--- config.mk ---
export PLATFORM = sky130hd
export DESIGN_NAME = circular_dma_reader
export DESIGN_NICKNAME = d
export VERILOG_FILES = /design/src/rtl/circular_dma_reader.sv
export SDC_FILE = /design/constraint.sdc
export NUM_CORES = 2
export LEC_CHECK = 0
export BUFFER_PORTS_ARGS = -buffer_cell sky130_fd_sc_hd__buf_2
export CORE_ASPECT_RATIO = 1.25
export CORE_MARGIN = 4
export CORE_UTILIZATION = 60
export CTS_BUF_LIST = sky130_fd_sc_hd__clkbuf_4
export CTS_CLUSTER_DIAMETER = 30
export DETAILED_ROUTE_END_ITERATION = 6
export MAX_ROUTING_LAYER = met4
export PLACE_DENSITY_LB_ADDON = 0.3
export SYNTH_ARGS = -nofsm -noshare
export SYNTH_HDL_FRONTEND = slang
export SYNTH_SLANG_ARGS = --single-unit
--- constraint.sdc ---
create_clock -name clk -period 17.4 [get_ports clk]
set_clock_uncertainty 0.1 [all_clocks]
set_input_delay 3.48 -clock clk [delete_from_list [all_inputs] [get_ports clk]]
set_output_delay 3.48 -clock clk [all_outputs]
set_load 0.05 [all_outputs]
--- src/rtl/circular_dma_reader.sv ---
// Circular-buffer MM2S reader: drains memory through AXI4 INCR read bursts into a beat FIFO
// and streams the beats out on AXI-Stream, publishing how far the buffer has been consumed.
//
//   state | meaning
//   IDLE  | waiting for unread data; clears offset and error when disabled
//   CALC  | sizing the next burst, waiting for FIFO room
//   ADDR  | AR request presented, held until accepted
//   DATA  | accepting R beats into the FIFO until the burst's beat count is reached
module circular_dma_reader #(
   parameter int         C_ADDR_WIDTH    = 32,
   parameter int         C_AXIS_WIDTH    = 64,
   parameter int         C_MAX_BURST     = 16,
   parameter int         C_FIFO_DEPTH    = 32,
   parameter logic [2:0] C_VALUE_ARPROT  = 3'd0,
   parameter logic [3:0] C_VALUE_ARCACHE = 4'b1111
) (
   input  logic                    clk,
   input  logic                    rst,
   input  logic                    cfg_enable,
   input  logic [C_ADDR_WIDTH-1:0] cfg_base_addr,
   input  logic [C_ADDR_WIDTH-1:0] cfg_mem_size,
   input  logic [C_ADDR_WIDTH-1:0] wr_offset,
   output logic [C_ADDR_WIDTH-1:0] rd_offset,
   output logic                    busy,
   output logic                    rresp_error,
   output logic [C_ADDR_WIDTH-1:0] m_axi_araddr,
   output logic [7:0]              m_axi_arlen,
   output logic [2:0]              m_axi_arsize,
   output logic [1:0]              m_axi_arburst,
   output logic [2:0]              m_axi_arprot,
   output logic [3:0]              m_axi_arcache,
   output logic                    m_axi_arvalid,
   input  logic                    m_axi_arready,
   input  logic [C_AXIS_WIDTH-1:0] m_axi_rdata,
   input  logic [1:0]              m_axi_rresp,
   input  logic                    m_axi_rlast,
   input  logic                    m_axi_rvalid,
   output logic                    m_axi_rready,
   output logic [C_AXIS_WIDTH-1:0] m_axis_tdata,
   output logic                    m_axis_tvalid,
   input  logic                    m_axis_tready
);

   localparam int AW = C_ADDR_WIDTH;
   localparam int B  = C_AXIS_WIDTH / 8;
   localparam int LB = $clog2(B);
   localparam int FA = $clog2(C_FIFO_DEPTH);

   localparam logic [1:0] ST_IDLE = 2'd0;
   localparam logic [1:0] ST_CALC = 2'd1;
   localparam logic [1:0] ST_ADDR = 2'd2;
   localparam logic [1:0] ST_DATA = 2'd3;

   logic [1:0]    r_state;
   logic [AW-1:0] r_rd_offset;
   logic          r_err;
   logic [AW-1:0] r_len;
   logic [AW-1:0] r_araddr;
   logic [AW-1:0] r_beats_left;

   logic [C_AXIS_WIDTH-1:0] r_mem [C_FIFO_DEPTH];
   logic [FA-1:0]           r_wptr;
   logic [FA-1:0]           r_rptr;
   logic [FA:0]             r_count;

   logic [AW-1:0] w_wr_al;
   logic [AW-1:0] w_avail;
   logic [AW-1:0] w_to_end;
   logic [AW-1:0] w_addr;
   logic [AW-1:0] w_to_4k;
   logic [AW-1:0] w_beats;
   logic [AW-1:0] w_free;
   logic [AW-1:0] w_next;
   logic          w_push;
   logic          w_pop;
   logic          w_unused;

   // rlast is deliberately not trusted; the beat count alone closes a burst
   assign w_unused = &{1'b0, m_axi_rlast, wr_offset[LB-1:0]};

   assign w_wr_al  = {wr_offset[AW-1:LB], {LB{1'b0}}};
   assign w_avail  = (w_wr_al >= r_rd_offset) ? (w_wr_al - r_rd_offset)
                                              : (cfg_mem_size - r_rd_offset + w_wr_al);
   assign w_to_end = cfg_mem_size - r_rd_offset;
   assign w_addr   = cfg_base_addr + r_rd_offset;
   assign w_to_4k  = AW'(13'h1000) - AW'(w_addr[11:0]);
   assign w_free   = AW'(C_FIFO_DEPTH) - AW'(r_count);
   assign w_next   = r_rd_offset + (r_len << LB);

   always_comb begin
      w_beats = AW'(C_MAX_BURST);
      if ((w_avail >> LB) < w_beats)
         w_beats = w_avail >> LB;
      if ((w_to_end >> LB) < w_beats)
         w_beats = w_to_end >> LB;
      if ((w_to_4k >> LB) < w_beats)
         w_beats = w_to_4k >> LB;
   end

   always_ff @(posedge clk or posedge rst) begin
      if (rst) begin
         r_state      <= ST_IDLE;
         r_rd_offset  <= '0;
         r_err        <= 1'b0;
         r_len        <= '0;
         r_araddr     <= '0;
         r_beats_left <= '0;
      end else begin
         case (r_state)
            ST_IDLE: begin
               if (!cfg_enable) begin
                  r_rd_offset <= '0;
                  r_err       <= 1'b0;
               end else if (w_avail != '0) begin
                  r_state <= ST_CALC;
               end
            end
            ST_CALC: begin
               r_len    <= w_beats;
               r_araddr <= w_addr;
               if (w_beats == '0)
                  r_state <= ST_IDLE;
               else if (w_free >= w_beats)
                  r_state <= ST_ADDR;
            end
            ST_ADDR: begin
               if (m_axi_arready) begin
                  r_beats_left <= r_len;
                  r_state      <= ST_DATA;
               end
            end
            ST_DATA: begin
               if (m_axi_rvalid) begin
                  if (m_axi_rresp != 2'b00)
                     r_err <= 1'b1;
                  if (r_beats_left == AW'(1)) begin
                     r_rd_offset <= (w_next == cfg_mem_size) ? '0 : w_next;
                     r_state     <= ST_IDLE;
                  end else begin
                     r_beats_left <= r_beats_left - AW'(1);
                  end
               end
            end
            default: r_state <= ST_IDLE;
         endcase
      end
   end

   // Room for the whole burst is reserved in CALC, so every R beat can be pushed unconditionally
   assign w_push = (r_state == ST_DATA) && m_axi_rvalid;
   assign w_pop  = m_axis_tvalid && m_axis_tready;

   always_ff @(posedge clk) begin
      if (w_push)
         r_mem[r_wptr] <= m_axi_rdata;
   end

   always_ff @(posedge clk or posedge rst) begin
      if (rst) begin
         r_wptr  <= '0;
         r_rptr  <= '0;
         r_count <= '0;
      end else begin
         if (w_push)
            r_wptr <= r_wptr + FA'(1);
         if (w_pop)
            r_rptr <= r_rptr + FA'(1);
         case ({w_push, w_pop})
            2'b10:   r_count <= r_count + (FA+1)'(1);
            2'b01:   r_count <= r_count - (FA+1)'(1);
            default: r_count <= r_count;
         endcase
      end
   end

   assign m_axis_tvalid = (r_count != '0);
   assign m_axis_tdata  = r_mem[r_rptr];

   assign m_axi_araddr  = r_araddr;
   assign m_axi_arlen   = 8'(r_len - AW'(1));
   assign m_axi_arsize  = 3'(LB);
   assign m_axi_arburst = 2'b01;
   assign m_axi_arprot  = C_VALUE_ARPROT;
   assign m_axi_arcache = C_VALUE_ARCACHE;
   assign m_axi_arvalid = (r_state == ST_ADDR);
   assign m_axi_rready  = (r_state == ST_DATA);

   assign rd_offset   = r_rd_offset;
   assign rresp_error = r_err;
   assign busy        = (r_state != ST_IDLE) || (r_count != '0);

endmodule

==> metrics.md <==
| Metric | Value |
|---|---|
| Met1 usage in global routing | 0.386 |
| CP most frequent cell | a21o_1 |
| CP max FO | 12 |
| M2 GR Usage | 0.509 |
| Critical Path Source Type | primary input |
| Total chip power | 0.0159 W |
| Vert. Die Dim | 450 um |
| Placer Congestion | 0.983 |
| Layout cells sized above 1 | 0.323 |
| Num CTS Buffers | 538 |
| RSZ-0062 raised after global routing | false |
| Nets | 6184 |
| Die X | 362 um |
| # IOs | 322 |
| CP peak stage delay | 730 ps |
| Area delta synth->final | 11.7% |
| Hold Buf Count CTS | 0 |
| Syn avg cell area | 18.7 sq um |
| Post-synth EDFFs | 2048 |
| CTS max path bufs | 4 |
| Hold Fails Final Rpt | 0 |
| Core Rows | 162 |
| Yosys warns | 0 |
| 1st-iter DRT viols | 5736 |
| Top FF cell, synth | edfxtp_1 |
| Post-detailed-placement half-perimeter wirelength | 141000 um |
| Utilization after layout | 0.673 |
| Post-route clock period utilization | 0.924 |
| Post-synthesis compound-gate area fraction | 0.0447 |
| Final ANT Viol Nets | 0 |
| Initial Utilization | 0.603 |
| Number of global-route vias before repair | 54100 |
| First-pass GRT wire length | 356000 um |
| Crit-path leading delay family | compound AO/OA/AOI/OAI gates |
| Setup violators final | 0 |
| GRT overflow | 0 |
| WL/cell | 29.6 um |
| Clock slew at reported path FFs | 60 ps |
| Port buffer count | 302 |
| Simple-gate portion of the synthesized area | 0.0365 |
| PD cells | 151 nW/um^2 |
| Slew HR | 0.195 |
| DRT Pass-1 Iters | 6 |
| Post-Synth XOR/XNOR Area | 0.0174 |
| Max Fclk | 0.0622 GHz |
| Resize count post-CTS | 0 |
| Leakage | 36.1 nW |
| Reg area | 65000 sq um |
| Total routed wirelength | 243000 um |
| Largest net degree at the start of global routing | 111 |
| Fin crit period | 16080 ps |
| Run status | complete, no violations |
| # DRC | 0 |
| Tot GR Track Use | 0.311 |
| Crit path kind | primary input to flop |
| Largest family of logic cells by synthesized area | multiplexers |
| Proportion of synthesized area in mux cells | 0.164 |
| Core ar. | 156000 sq um |
| Buffer count from post-CTS setup fixing | 0 |
| Grt peak-use layer | met2 |
| Critical Path RT | 18560 ps |
| Mapped Cells | 5017 |
| Buf/Inv on CP | 3 |
| Sequential fraction of the synthesis area | 0.693 |
| Clk sinks | 2189 |
| Vias per inst | 6.48 |
| Max-Cap Viols | 0 |
| Area occupied by multi-input gates | 27900 sq um |
| H-tree depth | 6 |
| Most common cell after layout, fill and taps aside | edfxtp_1 |
| TritonCTS clock tree | built |
| Worst Max-Slew Pin Slew | 1210 ps |
| Crit path arrival time | 17240 ps |
| Synthesized area | 93900 sq um |
| Hold crit path type | flop to flop |
| #FFs+latches synth | 2189 |
| Final Slew Violations | 0 |
| Distinct cells, synth | 91 |
| Slowest cell on crit path | o31ai_2 |
| Skew-Pair Late Insertion Delay | 1360 ps |
| M3 GR Usage | 0.0631 |
| Most frequent cells in the layout | edfxtp_1 (2048), clkbuf_4 (741), mux4_2 (640) |
| Adder-cell area share of the yosys netlist | 0.0305 |
| Initial antenna violation count | 27 |
| Die Area | 163000 sq um |
| Via count | 53200 |
| Fillers | 10100 |
| CTS root buffer | clkbuf_4 |
| Crit. End Element | flop |
| Fraction of registers with async set/reset | 0.0644 |
| IR drop worst, VDD | 246 uV |
| Aggregate negative setup slack | 0 ps |
[synth_stat cells (16+ instances only)]
master	n	share of area
nor2_1	164	0.0066
a21oi_1	168	0.0090
nor2b_1	21	0.0014
o211ai_1	17	0.0014
buf_4	16	0.0013
dfrtp_1	141	0.038
nand2b_1	25	0.0017
edfxtp_1	2048	0.66
buf_1	52	0.0021
ha_1	224	0.030
o31ai_1	17	0.0014
and2_1	38	0.0025
or3_1	29	0.0019
o21a_1	29	0.0023
nand3_1	44	0.0023
xor2_1	80	0.0075
nand2_1	205	0.0082
mux2_2	74	0.0089
o21ai_0	165	0.0088
mux4_2	640	0.15
nor3_1	57	0.0030
o21bai_1	16	0.0013
inv_1	106	0.0042
xnor2_1	86	0.0080
nand4_1	41	0.0027
clkbuf_1	164	0.0066
a21o_1	75	0.0060
[sequential cells by signal, summed over array words and instances, names as in the netlist, 2 cells and up]
name	flops
r_rptr	5
r_beats_left	32
r_state	2
r_wptr	5
r_len	29
r_mem	2048
rd_offset	29
m_axi_araddr	32
r_count	6
[through the flow]
stage | cells | hold WS (ps) | area [sq um] | worst slack (ps)
6_report | 8206 | 370 | 105000 | 1320
5_1_grt | 8199 | 408 | 105000 | 760
4_1_cts | 8173 | 380 | 105000 | 1540
3_5_place_dp | 7298 | 367 | 98300 | 164
3_3_place_gp | 7298 | 361 | 98300 | 70.0
2_1_floorplan | 5074 | 350 | 94100 | 2300
[tightest hold or removal path, stage by stage (launching register included)]
cell and delay, ps:
dfrtp_1 330, nand2_1 40, o21ai_0 60
[layer usage]
layer / up-vias / part of all wire / wire length [um]
met3: 514 / 0.090 / 21800
met5: - / 0 / 0
met4: 0 / 0.041 / 10000
li1: 22400 / - / -
met2: 3031 / 0.52 / 125000
met1: 27200 / 0.35 / 85500
[path summary, 6_finish.rpt]
check / slack (ps) / cells past startpoint / to / start
setup / recovery: 1320 / 59 / r_state[0] / cfg_mem_size[6]
setup reg to reg: 2720 / 59 / r_state[0] / rd_offset[6]
hold reg to reg: 370 / 2 / m_axi_araddr[20] / m_axi_araddr[20]
hold / removal: 370 / 2 / m_axi_araddr[20] / m_axi_araddr[20]
max in group asynchronous: 13540 / 3 / r_rptr[0] / rst
min in group asynchronous: 2170 / 2 / r_beats_left[6] / rst
[final cells by class]
cell class              instances  share of cell area
clock buffers                 741              0.0531
multi-input cells            2543               0.267
inverters                     107             0.00388
flip-flops and latches       2189               0.621
well taps                    2050              0.0245
repair buffers                409              0.0226
diodes                         33            0.000788
clock inverters               134             0.00810
[where the power goes]
| group | internal, W | switching, W | total [W] |
|---|---|---|---|
| clock | 0.00214 | 0.00193 | 0.00406 |
| combinational | 0.00225 | 0.00313 | 0.00538 |
| sequential | 0.00613 | 0.000306 | 0.00643 |
| total | 0.0105 | 0.00536 | 0.0159 |
[kinds of logic (layout without fill, tap and decap cells)]
logic type      count (synthesis)  count (layout)
fa+ha+maj                     227             227
simple gates                  703             703
compound gates                655             655
buf+inv                       342            1391
flops                        2189            2189
mux                           725             725
other cells                     2              92
xor+xnor                      174             174
(Power assumes the default switching activity.)
